--- config.mk ---
export PLATFORM = sky130hd
export DESIGN_NAME = issue_stage_flat
export DESIGN_NICKNAME = d
export VERILOG_FILES = /design/src/rtl/issue_stage_if.sv /design/src/rtl/issue_stage.sv /design/src/flat_wrapper.sv
export SDC_FILE = /design/constraint.sdc
export NUM_CORES = 1
export LEC_CHECK = 0
export ABC_AREA = 1
export ABC_CLOCK_PERIOD_IN_PS = 2740
export BUFFER_PORTS_ARGS = -buffer_cell sky130_fd_sc_hd__buf_2
export CAP_MARGIN = 40
export CORE_MARGIN = 4
export CORE_UTILIZATION = 52
export CTS_CLUSTER_SIZE = 16
export DETAILED_ROUTE_END_ITERATION = 10
export PLACE_DENSITY = 0.95
export SLEW_MARGIN = 20
export SYNTH_ARGS = -nofsm -noshare
export SYNTH_HDL_FRONTEND = slang
export SYNTH_SLANG_ARGS = --single-unit
--- constraint.sdc ---
create_clock -name clk -period 2.74 [get_ports clk]
set_input_delay 0.137 -clock clk [delete_from_list [all_inputs] [get_ports clk]]
set_output_delay 0.137 -clock clk [all_outputs]
set_load 0.01 [all_outputs]
--- src/rtl/issue_stage_if.sv ---
// Execute-side bus of the issue stage.
//   master : drives ex_valid, ex_op, ex_rd, ex_opr0, ex_opr1, ex_imm, ex_wr
//            and receives ex_ready (the issue stage uses this side)
//   slave  : the mirror view, used by the execute unit
// Parameters follow the issue stage: W_OP opcode, W_RD register index,
// W_OPR operand width, W_IMM immediate width.
interface issue_stage_if #(
  parameter int W_OP  = 8,
  parameter int W_RD  = 4,
  parameter int W_OPR = 32,
  parameter int W_IMM = 16
);
  logic             ex_valid;
  logic             ex_ready;
  logic [W_OP-1:0]  ex_op;
  logic [W_RD-1:0]  ex_rd;
  logic [W_OPR-1:0] ex_opr0;
  logic [W_OPR-1:0] ex_opr1;
  logic [W_IMM-1:0] ex_imm;
  logic             ex_wr;

  modport master (
    output ex_valid, ex_op, ex_rd, ex_opr0, ex_opr1, ex_imm, ex_wr,
    input  ex_ready
  );

  modport slave (
    input  ex_valid, ex_op, ex_rd, ex_opr0, ex_opr1, ex_imm, ex_wr,
    output ex_ready
  );
endinterface

--- src/rtl/issue_stage.sv ---
// Decode-to-execute issue stage for a 16-entry register file.
// Holds one decoded instruction, presents its register indices to the
// register file, stalls while either indexed register is reserved, and on
// issue reserves the destination and launches registered operands to execute.
//
// Ports:
//   clk, reset          clock, synchronous active-low reset
//   in_valid_i/ready_o  decode handshake; in_op_i, in_r0_i, in_r1_i,
//                       in_imm_i, in_wr_i carry the decoded instruction
//   r0_o, r1_o          register file read indices (slot r0 / r1)
//   w_reserve_o         reserve r0_o at this edge (issuing cycle only)
//   r_opr0_i, r_opr1_i  register file data for r0_o / r1_o
//   reserved_i          r0_o or r1_o currently reserved
//   flush_i             discard slot and execute output
//   ex                  execute bus (issue_stage_if.master)
//
// Optional feature: define ISSUE_STALL_CNT_EN to add stall_dep_cnt_o and
// stall_ex_cnt_o, saturating counts of cycles spent in STALL_DEP / STALL_EX.
module issue_stage #(
  parameter int W_OP  = 8,
  parameter int W_RD  = 4,
  parameter int W_OPR = 32,
  parameter int W_IMM = 16
) (
  input  logic             clk,
  input  logic             reset,
  input  logic             in_valid_i,
  output logic             in_ready_o,
  input  logic [W_OP-1:0]  in_op_i,
  input  logic [W_RD-1:0]  in_r0_i,
  input  logic [W_RD-1:0]  in_r1_i,
  input  logic [W_IMM-1:0] in_imm_i,
  input  logic             in_wr_i,
  output logic [W_RD-1:0]  r0_o,
  output logic [W_RD-1:0]  r1_o,
  output logic             w_reserve_o,
  input  logic [W_OPR-1:0] r_opr0_i,
  input  logic [W_OPR-1:0] r_opr1_i,
  input  logic             reserved_i,
  input  logic             flush_i,
  issue_stage_if.master    ex
`ifdef ISSUE_STALL_CNT_EN
  ,
  output logic [31:0]      stall_dep_cnt_o,
  output logic [31:0]      stall_ex_cnt_o
`endif
);

  localparam logic [1:0] EMPTY     = 2'd0;
  localparam logic [1:0] HOLD      = 2'd1;
  localparam logic [1:0] STALL_DEP = 2'd2;
  localparam logic [1:0] STALL_EX  = 2'd3;

  logic             slotV_q,   slotV_d;
  logic [W_OP-1:0]  slotOp_q,  slotOp_d;
  logic [W_RD-1:0]  slotR0_q,  slotR0_d;
  logic [W_RD-1:0]  slotR1_q,  slotR1_d;
  logic [W_IMM-1:0] slotImm_q, slotImm_d;
  logic             slotWr_q,  slotWr_d;

  logic             exValid_q, exValid_d;
  logic [W_OP-1:0]  exOp_q,    exOp_d;
  logic [W_RD-1:0]  exRd_q,    exRd_d;
  logic [W_OPR-1:0] exOpr0_q,  exOpr0_d;
  logic [W_OPR-1:0] exOpr1_q,  exOpr1_d;
  logic [W_IMM-1:0] exImm_q,   exImm_d;
  logic             exWr_q,    exWr_d;

  logic [1:0] curState;
  logic       exFree;
  logic       issue;
  logic       accept;

  // The state is a pure function of slot occupancy and this cycle's hazards;
  // a dependency stall outranks an execute stall.
  always_comb begin
    exFree = ~exValid_q | ex.ex_ready;
    if (!slotV_q)         curState = EMPTY;
    else if (reserved_i)  curState = STALL_DEP;
    else if (!exFree)     curState = STALL_EX;
    else                  curState = HOLD;
  end

  // Flush and reset both suppress issue, acceptance and the reservation pulse.
  assign issue       = (curState == HOLD) & ~flush_i & reset;
  assign in_ready_o  = (~slotV_q | issue) & ~flush_i & reset;
  assign accept      = in_valid_i & in_ready_o;
  assign w_reserve_o = issue & slotWr_q;

  assign r0_o        = slotR0_q;
  assign r1_o        = slotR1_q;
  assign ex.ex_valid = exValid_q;
  assign ex.ex_op    = exOp_q;
  assign ex.ex_rd    = exRd_q;
  assign ex.ex_opr0  = exOpr0_q;
  assign ex.ex_opr1  = exOpr1_q;
  assign ex.ex_imm   = exImm_q;
  assign ex.ex_wr    = exWr_q;

  // Next-state for slot and execute registers. Accept and issue can share an
  // edge: the slot refills while its previous contents move to execute.
  always_comb begin
    slotV_d   = slotV_q;
    slotOp_d  = slotOp_q;
    slotR0_d  = slotR0_q;
    slotR1_d  = slotR1_q;
    slotImm_d = slotImm_q;
    slotWr_d  = slotWr_q;
    exValid_d = exValid_q;
    exOp_d    = exOp_q;
    exRd_d    = exRd_q;
    exOpr0_d  = exOpr0_q;
    exOpr1_d  = exOpr1_q;
    exImm_d   = exImm_q;
    exWr_d    = exWr_q;
    if (flush_i) begin
      slotV_d   = 1'b0;
      exValid_d = 1'b0;
    end else begin
      if (accept) begin
        slotV_d   = 1'b1;
        slotOp_d  = in_op_i;
        slotR0_d  = in_r0_i;
        slotR1_d  = in_r1_i;
        slotImm_d = in_imm_i;
        slotWr_d  = in_wr_i;
      end else if (issue) begin
        slotV_d = 1'b0;
      end
      if (issue) begin
        exValid_d = 1'b1;
        exOp_d    = slotOp_q;
        exRd_d    = slotR0_q;
        exOpr0_d  = r_opr0_i;
        exOpr1_d  = r_opr1_i;
        exImm_d   = slotImm_q;
        exWr_d    = slotWr_q;
      end else if (ex.ex_ready) begin
        exValid_d = 1'b0;
      end
    end
  end

  // State registers; reset clears everything, including the payload fields.
  always_ff @(posedge clk) begin
    if (!reset) begin
      slotV_q   <= 1'b0;
      slotOp_q  <= '0;
      slotR0_q  <= '0;
      slotR1_q  <= '0;
      slotImm_q <= '0;
      slotWr_q  <= 1'b0;
      exValid_q <= 1'b0;
      exOp_q    <= '0;
      exRd_q    <= '0;
      exOpr0_q  <= '0;
      exOpr1_q  <= '0;
      exImm_q   <= '0;
      exWr_q    <= 1'b0;
    end else begin
      slotV_q   <= slotV_d;
      slotOp_q  <= slotOp_d;
      slotR0_q  <= slotR0_d;
      slotR1_q  <= slotR1_d;
      slotImm_q <= slotImm_d;
      slotWr_q  <= slotWr_d;
      exValid_q <= exValid_d;
      exOp_q    <= exOp_d;
      exRd_q    <= exRd_d;
      exOpr0_q  <= exOpr0_d;
      exOpr1_q  <= exOpr1_d;
      exImm_q   <= exImm_d;
      exWr_q    <= exWr_d;
    end
  end

`ifdef ISSUE_STALL_CNT_EN
  logic [31:0] depCnt_q;
  logic [31:0] exCnt_q;

  // Saturating stall counters, one increment per stalled cycle.
  always_ff @(posedge clk) begin
    if (!reset) begin
      depCnt_q <= '0;
      exCnt_q  <= '0;
    end else begin
      if (curState == STALL_DEP && depCnt_q != 32'hFFFF_FFFF)
        depCnt_q <= depCnt_q + 32'd1;
      if (curState == STALL_EX && exCnt_q != 32'hFFFF_FFFF)
        exCnt_q <= exCnt_q + 32'd1;
    end
  end

  assign stall_dep_cnt_o = depCnt_q;
  assign stall_ex_cnt_o  = exCnt_q;
`endif

endmodule

--- src/flat_wrapper.sv ---
// flat-port wrapper written by rule: the top's interface ports become plain ports
module issue_stage_flat 
#(
  parameter int W_OP  = 8,
  parameter int W_RD  = 4,
  parameter int W_OPR = 32,
  parameter int W_IMM = 16
)
  (clk, reset, in_valid_i, in_ready_o, in_op_i, in_r0_i, in_r1_i, in_imm_i, in_wr_i, r0_o, r1_o, w_reserve_o, r_opr0_i, r_opr1_i, reserved_i, flush_i, ex_ex_valid, ex_ex_op, ex_ex_rd, ex_ex_opr0, ex_ex_opr1, ex_ex_imm, ex_ex_wr, ex_ex_ready);
  issue_stage_if #(.W_OP(W_OP), .W_RD(W_RD), .W_OPR(W_OPR), .W_IMM(W_IMM)) ex_i ();
  input  logic clk;
  input  logic reset;
  input  logic in_valid_i;
  output logic in_ready_o;
  input  logic [W_OP-1:0] in_op_i;
  input  logic [W_RD-1:0] in_r0_i;
  input  logic [W_RD-1:0] in_r1_i;
  input  logic [W_IMM-1:0] in_imm_i;
  input  logic in_wr_i;
  output logic [W_RD-1:0] r0_o;
  output logic [W_RD-1:0] r1_o;
  output logic w_reserve_o;
  input  logic [W_OPR-1:0] r_opr0_i;
  input  logic [W_OPR-1:0] r_opr1_i;
  input  logic reserved_i;
  input  logic flush_i;
  output wire logic [$bits(ex_i.ex_valid)-1:0] ex_ex_valid;
  output wire logic [$bits(ex_i.ex_op)-1:0] ex_ex_op;
  output wire logic [$bits(ex_i.ex_rd)-1:0] ex_ex_rd;
  output wire logic [$bits(ex_i.ex_opr0)-1:0] ex_ex_opr0;
  output wire logic [$bits(ex_i.ex_opr1)-1:0] ex_ex_opr1;
  output wire logic [$bits(ex_i.ex_imm)-1:0] ex_ex_imm;
  output wire logic [$bits(ex_i.ex_wr)-1:0] ex_ex_wr;
  input wire logic [$bits(ex_i.ex_ready)-1:0] ex_ex_ready;
  assign ex_ex_valid = ex_i.ex_valid;
  assign ex_ex_op = ex_i.ex_op;
  assign ex_ex_rd = ex_i.ex_rd;
  assign ex_ex_opr0 = ex_i.ex_opr0;
  assign ex_ex_opr1 = ex_i.ex_opr1;
  assign ex_ex_imm = ex_i.ex_imm;
  assign ex_ex_wr = ex_i.ex_wr;
  assign ex_i.ex_ready = ex_ex_ready;
  issue_stage #(.W_OP(W_OP), .W_RD(W_RD), .W_OPR(W_OPR), .W_IMM(W_IMM)) u_core (.clk(clk), .reset(reset), .in_valid_i(in_valid_i), .in_ready_o(in_ready_o), .in_op_i(in_op_i), .in_r0_i(in_r0_i), .in_r1_i(in_r1_i), .in_imm_i(in_imm_i), .in_wr_i(in_wr_i), .r0_o(r0_o), .r1_o(r1_o), .w_reserve_o(w_reserve_o), .r_opr0_i(r_opr0_i), .r_opr1_i(r_opr1_i), .reserved_i(reserved_i), .flush_i(flush_i), .ex(ex_i));
endmodule
Word level (Yosys, flattened, before mapping)

Index checks and enable logic that the tools add are counted.

Equality and inequality tests: 1
Muxes and demuxes: 7
Bitwise operators: 12
Reduce and logical (&&, ||, !) cells: 5

Operators with widths:

| cell                                                | number |
|---|---|
| bitwise AND 1 bit                                   | 6 |
| two-way mux 2 bit                                   | 3 |
| two-way mux 1 bit                                   | 4 |
| NOT 1 bit                                           | 4 |
| AND reduction 2 bit                                 | 2 |
| nonzero test 2 bit                                  | 2 |
| equality test 2 x 1 -> 1 bit, second input constant | 1 |
| bitwise OR 1 bit                                    | 2 |
| OR reduction 2 bit                                  | 1 |

Register bits: 128
Input port bits: 103
Output and inout bits: 104
Logic and storage cells: 38

Depth between registers and ports, before layout

Gate-level depths: netlist of run 1.

Depth in word-level cells: 13
Depth in mapped cells: 9
Mapped depth without buffers: 8

Least setup slack after synthesis of run 1

OpenSTA, ideal clock, no wires.

Kind: flip-flop to flip-flop
Start point: register u_core.exValid_q (netlist: u_core.ex.ex_valid)
End point: register u_core.slotImm_q[10]
Setup time: 0.110 ns
Arrival time: 1.170 ns
Data required time: 2.630 ns
Path slack: 1.460 ns
Cell stages (with the launch flop): 8
Path buffers: 1
Period minus slack after synthesis: 1.280 ns
Cells stage by stage: dfxtp_1 nand2_1 nand2_1 nand2_2 buf_1 nand4_1 nand2_1 nor2_1

Longest elaborated chain between the ends: 13

Ends and longest elaborated chain:

| element                              | line               | text |
|---|---|---|
| from (decl)                          | issue_stage.sv:61  | `logic exValid_q, exValid_d;` |
| from (signal assigned)               | issue_stage.sv:167 | `exValid_q <= exValid_d;` |
| NOT 1 bit                            | issue_stage.sv:77  | `exFree = ~exValid_q \| ex.ex_ready;` |
| bitwise OR 1 bit                     | issue_stage.sv:77  |  |
| two-way mux 2 bit                    | issue_stage.sv:80  | `else if (!exFree) curState = STALL_EX;` |
| two-way mux 2 bit                    | issue_stage.sv:79  | `else if (reserved_i) curState = STALL_DEP;` |
| two-way mux 2 bit                    | issue_stage.sv:78  | `if (!slotV_q) curState = EMPTY;` |
| equality test 2 x 1 -> 1 bit         | issue_stage.sv:85  | `assign issue = (curState == HOLD) & ~flush_i & reset;` |
| bitwise AND 1 bit (2 in a row)       | issue_stage.sv:85  |  |
| bitwise OR 1 bit                     | issue_stage.sv:86  | `assign in_ready_o = (~slotV_q \| issue) & ~flush_i & reset;` |
| bitwise AND 1 bit (2 in a row)       | issue_stage.sv:86  |  |
| bitwise AND 1 bit                    | issue_stage.sv:87  | `assign accept = in_valid_i & in_ready_o;` |
| AND reduction 2 bit (no source line) | n/a                |  |
| to (signal assigned)                 | issue_stage.sv:165 | `slotImm_q <= slotImm_d;` |
| to (decl)                            | issue_stage.sv:58  | `logic [W_IMM-1:0] slotImm_q, slotImm_d;` |

No other way between the ends.
A chain may end at the register's enable or synchronous reset.

Worst setup path in the final report of run 1

Start point: register u_core.exValid_q (netlist: u_core.ex.ex_valid)
End point: register u_core.slotR0_q[1] (netlist: u_core.r0_o[1])

Longest elaborated chain between the ends: 13

Ends and longest elaborated chain:

| element                              | line               | text |
|---|---|---|
| NOT 1 bit                            | issue_stage.sv:77  |  |
| bitwise OR 1 bit                     | issue_stage.sv:77  |  |
| two-way mux 2 bit                    | issue_stage.sv:80  |  |
| two-way mux 2 bit                    | issue_stage.sv:79  |  |
| two-way mux 2 bit                    | issue_stage.sv:78  |  |
| equality test 2 x 1 -> 1 bit         | issue_stage.sv:85  |  |
| bitwise AND 1 bit (2 in a row)       | issue_stage.sv:85  |  |
| bitwise OR 1 bit                     | issue_stage.sv:86  |  |
| bitwise AND 1 bit (2 in a row)       | issue_stage.sv:86  |  |
| bitwise AND 1 bit                    | issue_stage.sv:87  |  |
| AND reduction 2 bit (no source line) | n/a                |  |
| to (signal assigned)                 | issue_stage.sv:163 | `slotR0_q <= slotR0_d;` |
| to (decl)                            | issue_stage.sv:56  | `logic [W_RD-1:0] slotR0_q, slotR0_d;` |

No other way between the ends.

==> results.cfg, run 1 <==
[min_path]
hold_start = in_r0_i[1]
holdPathEnd = u_core.r0_o[1]$_SDFFE_PN0P_
whs_path_depth = 5
hp-class = in -> reg

[cts]
htree_levels = 4
cts_root_buf = clkbuf_8
cts_made_buffers = 17
cts_tree = built
clock_path_buffers = 2
clkSinkCount = 128
cts_repair_resize_count = 0
insertion_delay_ps = 500
clk_pin_slew_ps = 60

[cells_and_area]
fin_nets = 1058
drive_gt1_share_pct = 25.7
area_growth_pct = 53.4
final_cells = 1097
multi_input_area_sq_um = 1590
fill_cells = 511
seqCellArea_sq_um = 2560

[setup_path]
end_kind = flop
cp.required_ps = 3180
cp_max_fo = 35
cp-startpoint = u_core.ex.ex_valid$_SDFFE_PP0P_
cp-start-kind = flop
cp.arrival_ps = 2580
worstSetupPathType = reg -> reg
rr_startpoint = u_core.ex.ex_valid$_SDFFE_PP0P_
rrSetupSlack_ps = 590
reg2reg_to = u_core.r0_o[1]$_SDFFE_PN0P_
r2r_cells = 8

[sta]
period_share_pct = 78.3
finalSetupTns_ps = 0
finClkSkew_ps = 7.69
period_minus_slack_ps = 2150
slew_viol_final = 0
worstMarginPinSlew_ps = 758
max_freq_mhz = 466
relSlewSlack_pct = 49.5
setup_viol = 0
rsz0062_at_grt = false
final-hold-violation-count = 0

[pwr]
p_sw_share_pct = 22.5
ir_drop_uv = 397
totalPowerFinal_mw = 4.83
p_int_mw = 3.74
power_density_nw_per_um2 = 629
combPwrFrac_pct = 9.0
leakage_nw = 4.05
p_sw_mw = 1.09
clkPwrFrac_pct = 51.2
seq_power_share_pct = 39.8

[logic_synthesis]
synth_common_cells = 169 x inv_1, 128 x dfxtp_1, 92 x nand3_1
synthArstFlopShare_pct = 0
synth_seq_area_share_pct = 51.2
synth_area_leaders = dfxtp_1 51%, inv_1 13%, nand3_1 9.2%, o21ai_1 9.0%, nand2_1 5.2%
synth.most_common_cell = inv_1
avgSynthCellArea_sq_um = 7.42
ys_warn_count = 0
synth_top_flop_cell = dfxtp_1
synth_top_area_share_pct = 51.2
yosys.area.top_type = dfxtp_1
syn-instance-count = 674
synth_edf_count = 0
synth_fp_nets = 777
synth_seq_cells = 128
syn-cell-area_sq_um = 5000
synth.distinct_cells = 18

[global_routing]
first_global_vias = 5577
grt_start_max_net_pins = 74
overflow = 0
antenna_found_initial = 0
grt_use_total_pct = 30.9
grt_pass1_wl_um = 27700

[detailed_routing]
route.met3.wl_um = 1520
drc = 0
wl_met1_um = 6330
highest_layer = met4
dr_total_vias = 5588
dr.pass1.iters = 5
dr_wl_met2_um = 8780
routed_wl_um = 17400
vias_per_cell = 5.09
wl_per_cell_um = 15.9
route.antenna.remaining_nets = 0
drtIter0Drc = 478

[floorplan]
boundaryPins = 207
coreArea_sq_um = 9280
dieArea_sq_um = 11300
num_rows = 35
chipHeight_um = 106
die_w_um = 106
initial_core_util_pct = 53.9

[flow_run]
cap_violations = 0

[placed_design]
placed_cells = 969
dp.final_hpwl_um = 8830
gp_congestion = 0.836
port_buffers = 206

[outcome]
status = complete, no violations
how the worst max path moves through the flow:
stage | to | cells past startpoint | slack [ps]
3_3_place_gp | u_core.slotImm_q[15]$_SDFFE_PN0P_ | 8 | 820
3_5_place_dp | u_core.slotImm_q[15]$_SDFFE_PN0P_ | 8 | 650
6_report | u_core.r0_o[1]$_SDFFE_PN0P_ | 8 | 590
4_1_cts | u_core.r0_o[1]$_SDFFE_PN0P_ | 8 | 610
5_1_grt | u_core.r0_o[1]$_SDFFE_PN0P_ | 8 | 400
2_1_floorplan | u_core.slotImm_q[10]$_SDFFE_PN0P_ | 7 | 1460
cell type report:
cell class | instances | share of cell area [%]
Sequential cell | 128 | 33.4
Timing Repair Buffer | 309 | 27.0
Multi-Input combinational cell | 329 | 20.8
Inverter | 170 | 8.31
Clock buffer | 19 | 5.75
Clock inverter | 12 | 2.67
Tap cell | 129 | 2.10
Antenna cell | 1 | 0.0326
worst max-delay path: stages, from the launching register on:
cell	delay (ps)
dfxtp_1	310
nand2_1	180
nand2_1	130
nand2_2	80
buf_4	320
nand3_2	610
nand2_1	240
inv_1	80
nor2_1	120
per-stage QoR:
stage	utilization (%)	worst slack [ps]	hold WS (ps)	area, sq um
after CTS	82.7	607	4.87	7670
final	82.7	594	35.3	7680
after global routing	82.7	398	31.4	7670
after floorplan	-	1460	275	5000
after detailed placement	65.4	646	384	6070
after global placement	65.4	816	376	6070
power by group through the flow:
| stage | registers, mW | clock network [mW] | logic [mW] |
|---|---|---|---|
| 2_1_floorplan | 1.97 | 0 | 0.165 |
| 3_3_place_gp | 1.96 | 0 | 0.295 |
| 3_5_place_dp | 1.96 | 0 | 0.300 |
| 4_1_cts | 1.92 | 2.48 | 0.411 |
| 5_1_grt | 1.92 | 2.58 | 0.478 |
| 6_report | 1.92 | 2.47 | 0.435 |
sequential cells by signal, summed over array words and instances (netlist names), 4 cells and up:
register	cells
u_core.ex.ex_op	8
u_core.r0_o	4
u_core.ex.ex_opr0	32
u_core.ex.ex_rd	4
u_core.ex.ex_opr1	32
u_core.slotImm_q	16
u_core.slotOp_q	8
u_core.r1_o	4
u_core.ex.ex_imm	16
timing repair:
action,4_1_cts,5_1_grt
setup buffers,0,0
hold endpoints to repair,96,0
hold buffers,96,0
layout by cell type (no fill, tap or decap):
cell type,count
a21oi_1,4
buf_12,2
buf_2,205
buf_4,6
bufinv_16,5
clkbuf_16,16
clkbuf_8,3
clkinv_2,1
clkinv_4,1
clkinvlp_4,2
dfxtp_1,128
diode_2,1
dlygate4sd3_1,96
inv_1,169
inv_2,1
inv_6,3
nand2_1,69
nand2_2,1
nand3_1,92
nand3_2,1
nand3_4,1
nand4_1,34
nor2_1,34
nor2_8,1
o21ai_0,2
o21ai_1,90
routing by layer:
| layer | global-route usage [%] | vias to the layer above |
|---|---|---|
| met1 | 33.4 | 2498 |
| li1 | - | 2666 |
| met5 | 0 | - |
| met2 | 54.4 | 350 |
| met3 | 9.29 | 74 |
| met4 | 16.2 | 0 |
kinds of logic after synthesis:
group	count (synthesis)	share of synthesized area (%)
buffers and inverters	217	16.9
DFF	128	51.2
AOI/OAI and AO/OA	96	9.60
and+or+nand+nor	233	22.3
Power figures use the tool's default switching activity.
==> run 2, diff against run 1 <==
ABC_AREA = 0   (was 1)
ABC_CLOCK_PERIOD_IN_PS = 2100   (was 2740)
CORE_UTILIZATION = 46   (was 52)
PLACE_DENSITY = 0.9   (was 0.95)
clock period = 2.1 ns   (was 2.74 ns; I/O delays follow)
==> run 2 against run 1 <==
Net effect:
- largest cell class unchanged
- largest power group unchanged
- critical path type is now reg -> out
- wire length is 6.2% lower
- non-clock buffer count rose by 7
- flip-flop and latch count unchanged
- clock skew about the same
- clock power increased by 20%
==> results.cfg, run 2 <==
[placed_design]
dp.final_hpwl_um = 8210
placed_cells = 862
port_buffers = 206
gp_congestion = 0.801

[cts]
htree_levels = 4
insertion_delay_ps = 490
cts_made_buffers = 17
cts_tree = built
clk_pin_slew_ps = 60
clock_path_buffers = 2
cts_root_buf = clkbuf_8
clkSinkCount = 128

[min_path]
hp-class = in -> reg
hold_start = reserved_i
holdPathEnd = u_core.r1_o[1]$_SDFFE_PN0P_
whs_path_depth = 5

[cells_and_area]
final_common_cell = nand2_1
fin_util_pct = 76.9
fin_nets = 956
drive_gt1_share_pct = 28.8
final_cells = 998
area_growth_pct = 60.0
final_cell_mix = 217 x nand2_1, 205 x buf_2, 128 x dfxtp_1

[setup_path]
slowest_delay_ps = 300
cp.arrival_ps = 1920
crit_chain = nor2b_1 > o21ai_2 > buf_6 > nor2b_1 > buf_2
r2r_cells = 5
crit_path_frequent_cell = nor2b_1
rr_startpoint = u_core.ex.ex_valid$_SDFFE_PP0P_
worstSetupPathType = reg -> out
critPathTopFamily = buffers and inverters
cp_max_fo = 35
cp_slowest_cell = dfxtp_1
worstPathBufferInverterCount = 2
cp.required_ps = 2000
rrSetupSlack_ps = 290
reg2reg_to = u_core.slotV_q$_SDFFE_PP0P_
cp-start-kind = flop
end_kind = output port

[pwr]
leakage_nw = 3.18
ir_drop_uv = 518
power_density_nw_per_um2 = 821
totalPowerFinal_mw = 5.92

[detailed_routing]
vias_per_cell = 5.18
wl_per_cell_um = 16.4
route.antenna.remaining_nets = 0
wl_met1_um = 5960
highest_layer = met4
route.met3.wl_um = 1260
dr.pass1.iters = 5
drc = 0
drtIter0Drc = 383
routed_wl_um = 16300
dr_wl_met2_um = 8330
dr_total_vias = 5167

[sta]
finalSetupTns_ps = 0
period_share_pct = 96.2
rsz0062_at_grt = false
worstMarginPinSlew_ps = 704
finClkSkew_ps = 7.45
finalHoldWorstSlack_ps = 214
max_freq_mhz = 495
slew_viol_final = 0
setup_viol = 0
final-hold-violation-count = 0
period_minus_slack_ps = 2020
relSlewSlack_pct = 53.0

[floorplan]
dieArea_sq_um = 11400
initial_core_util_pct = 48.0
boundaryPins = 207
num_rows = 35
chipHeight_um = 107
coreArea_sq_um = 9370
die_w_um = 107

[logic_synthesis]
synth_top_family_by_area = simple AND/OR/NAND/NOR gates
syn-cell-area_sq_um = 4500
synth_compound_area_share_pct = 14.5
synth_top_flop_cell = dfxtp_1
synth_simple_gate_area_share_pct = 23.2
ys_warn_count = 0
synth_area_leaders = dfxtp_1 57%, nand2_1 18%, o21ai_0 11%, nand3_1 3.7%, o21ai_1 2.9%
synth_xor_area_share_pct = 0
yosys.area.top_type = dfxtp_1
synth_fa_ha_area_share_pct = 0
synth_seq_cells = 128
synth_seq_area_share_pct = 56.9
synth_common_cells = 217 x nand2_1, 128 x dfxtp_1, 99 x o21ai_0
synth_fp_nets = 664
avgSynthCellArea_sq_um = 8.02
synth.distinct_cells = 20
synth.most_common_cell = nand2_1
synthMuxAreaShare_pct = 0
syn-instance-count = 561
synth_edf_count = 0
synthArstFlopShare_pct = 0
synth_top_area_share_pct = 56.9

[outcome]
status = complete, no violations

[global_routing]
grt_start_max_net_pins = 81
grt_use_total_pct = 28.1
grt_pass1_wl_um = 25700
antenna_found_initial = 0
first_global_vias = 5270
overflow = 0

[flow_run]
cap_violations = 0
run 2: changes by cell type after synthesis, moves of 16 or more:
cell	change
o21ai_1	-64
o21ai_0	+97
nand4_1	-34
inv_1	-167
clkbuf_1	+16
buf_2	-18
nor2_1	-33
nand2_1	+148
nand3_1	-59
run 2: power breakdown:
part / internal, mW / total (mW) / switching (mW)
sequential: 2.48 / 2.51 / 0.0293
combinational: 0.246 / 0.443 / 0.198
clock: 1.88 / 2.96 / 1.08
run 2: routing by layer:
metal,global-route usage (%),vias to the layer above
li1,-,2413
met1,29.0,2378
met2,49.9,296
met3,8.43,80
met4,16.8,0
met5,0,-
run 2: cell families after synthesis:
| kind of cell | Yosys count |
|---|---|
| flops | 128 |
| compound gates | 129 |
| buf+inv | 45 |
| simple gates | 259 |
run 2: metrics by stage:
stage / area (sq um) / setup slack (ps)
final: 7200 / 79.1
after global routing: 7200 / 39.4
after CTS: 7200 / 67.0
after detailed placement: 5580 / 498
after global placement: 5550 / 248
after floorplan: 4500 / 688
run 2: what timing repair did:
action,CTS,global route
hold endpoints to repair,99,0
buffers inserted,0,0
hold buffers,101,0
resized for setup,1,0
setup endpoints to repair,1,0
run 2: worst max path at each step:
stage,start,cells past startpoint,slack (ps),endpoint
finish,u_core.ex.ex_valid$_SDFFE_PP0P_,5,80,in_ready_o
detailed placement,u_core.ex.ex_valid$_SDFFE_PP0P_,5,500,u_core.ex.ex_opr1[27]$_SDFFE_PN0P_
global placement,u_core.ex.ex_valid$_SDFFE_PP0P_,4,250,u_core.slotImm_q[4]$_SDFFE_PN0P_
global route,u_core.ex.ex_valid$_SDFFE_PP0P_,5,40,in_ready_o
floorplan,u_core.ex.ex_valid$_SDFFE_PP0P_,7,690,u_core.ex.ex_imm[10]$_SDFFE_PN0P_
CTS,u_core.ex.ex_valid$_SDFFE_PP0P_,5,70,in_ready_o
run 2: layout make-up:
cell class / count / area, sq um
fill: 591 / 2170
antenna: 3 / 7.51
inverter: 2 / 7.51
clock inverter: 11 / 155
tap: 129 / 161
timing repair buffer: 316 / 2160
clock buffer: 21 / 449
sequential: 128 / 2560
multi-input combinational: 388 / 1700
run 2: tightest hold or removal path, delay by kind of cell:
kind | cells | cell delay [ps]
AOI/OAI and AO/OA | 2 | 130
buffers and inverters | 2 | 290
and+or+nand+nor | 1 | 110
==> run 3, diff against run 2 <==
CORE_MARGIN = default   (was 4)
GPL_TIMING_DRIVEN = 0   (was default)
RECOVER_POWER = 25   (was default)
==> run 3 against run 2 <==
Net effect:
- setup slack improved by 81 ps
- flip-flop and latch count is the same
- global-route usage rose by 4.1 points
- worst hold slack worse by 110 ps
- cell count rose by 3.1%
==> results.cfg, run 3 (same netlist as run 2, synthesis figures left out) <==
[outcome]
status = complete, no violations

[cts]
clk_pin_slew_ps = 60
cts_tree = built
cts_made_buffers = 17
clock_path_buffers = 2
htree_levels = 4
post_cts_buffers = 0
insertion_delay_ps = 510
clkSinkCount = 128
cts_root_buf = clkbuf_8

[detailed_routing]
dr.pass1.iters = 5
dr_total_vias = 5384
drc = 0
wl_per_cell_um = 16.3
routed_wl_um = 16800
drtIter0Drc = 249
vias_per_cell = 5.23
route.antenna.remaining_nets = 0

[sta]
finClkSkew_ps = 12.6
setup_viol = 0
finalSetupTns_ps = 0
timing.final.ws_setup_ps = 160
period_share_pct = 92.4
final-hold-violation-count = 0
max_freq_mhz = 516
relSlewSlack_pct = 60.8
rsz0062_at_grt = false
finalHoldWorstSlack_ps = 106
worstMarginPinSlew_ps = 588
slew_viol_final = 0
period_minus_slack_ps = 1940

[pwr]
leakage_nw = 3.05
seq_power_share_pct = 39.3
combPwrFrac_pct = 7.0
p_sw_share_pct = 20.5
power_density_nw_per_um2 = 873
p_sw_mw = 1.31
p_int_mw = 5.09
totalPowerFinal_mw = 6.40
ir_drop_uv = 676
clkPwrFrac_pct = 53.7

[placed_design]
gp_congestion = 0.793
pre_cts_ws_ps = 354
dp.final_hpwl_um = 8850
placed_cells = 895
port_buffers = 205

[cells_and_area]
final_cells = 1029
final_cell_mix = 217 x nand2_1, 152 x buf_2, 128 x dfxtp_1
diodes = 0
drive_gt1_share_pct = 22.2
fill_cells = 572
final_common_cell = nand2_1
area_growth_pct = 63.0
fin_nets = 990

[global_routing]
grt_start_max_net_pins = 17
first_global_vias = 5280
grt_use_total_pct = 32.2
overflow = 0
antenna_found_initial = 0
grt_pass1_wl_um = 25100

[setup_path]
cp.required_ps = 2000
cp.arrival_ps = 1830
worstSetupPathType = reg -> out
cp-start-kind = flop
end_kind = output port
cp_max_fo = 10

[floorplan]
coreArea_sq_um = 9370
num_rows = 35
chipHeight_um = 101
die_w_um = 101
boundaryPins = 207
dieArea_sq_um = 10200
initial_core_util_pct = 48.0

[flow_run]
cap_violations = 0

[min_path]
hp-class = in -> reg
run 3: cell types whose count changed in the layout (fill, tap and decap cells not counted), sizes merged:
cell,before,now
clkbuf,21,107
clkinvlp,4,1
dlygate4sd3,101,102
bufinv,3,7
diode,3,0
buf,215,161
run 3: path summary, 6_finish.rpt:
| path | from | endpoint | slack [ps] | cells past startpoint |
|---|---|---|---|---|
| worst max-delay path | u_core.ex.ex_valid$_SDFFE_PP0P_ | w_reserve_o | 160 | 5 |
| worst min register to register | u_core.slotImm_q[12]$_SDFFE_PN0P_ | u_core.ex.ex_imm[12]$_SDFFE_PN0P_ | 450 | 2 |
| worst max register to register | u_core.ex.ex_valid$_SDFFE_PP0P_ | u_core.slotImm_q[1]$_SDFFE_PN0P_ | 360 | 5 |
| worst min-delay path | reserved_i | u_core.r0_o[1]$_SDFFE_PN0P_ | 110 | 4 |
run 3: worst max-delay path, stage by stage (launching register included):
cell     delay (ps)
dfxtp_1         310
nor2b_1         180
nor3_4          330
buf_6           220
and2_1          160
buf_2           130
run 3: power groups by stage:
stage | clock network (mW) | registers, mW | logic (mW)
after detailed placement | 0 | 2.56 | 0.280
after floorplan | 0 | 2.57 | 0.107
final | 3.44 | 2.52 | 0.450
after global routing | 3.58 | 2.52 | 0.480
after global placement | 0 | 2.56 | 0.276
after CTS | 3.47 | 2.51 | 0.430
run 3: layout make-up:
cell class	count	area (sq um)	area share (%)
buffer	43	234	3.19
timing repair buffer	307	1970	26.9
sequential	128	2560	34.9
clock inverter	12	253	3.45
clock buffer	20	445	6.07
multi-input combinational	388	1700	23.1
tap	129	161	2.20
inverter	2	7.51	0.102
run 3: metal layers:
metal	track usage [%]	wire length, um	vias up
li1	-	-	2480
met1	33.4	6200	2519
met2	56.3	8400	301
met3	9.43	1350	84
met4	21.7	871	0
met5	0	0	-
run 3: what timing repair did:
| action | CTS | global route |
|---|---|---|
| hold buffers | 102 | 0 |
| hold endpoints to repair | 99 | 0 |
| resized for setup | 0 | 0 |
run 3: metrics by stage:
step                      cell area [sq um]  utilization [%]
final                                  7340             78.3
after CTS                              7410             79.1
after floorplan                        4500                -
after global placement                 5690             60.7
after detailed placement               5690             60.7
after global routing                   7340             78.3
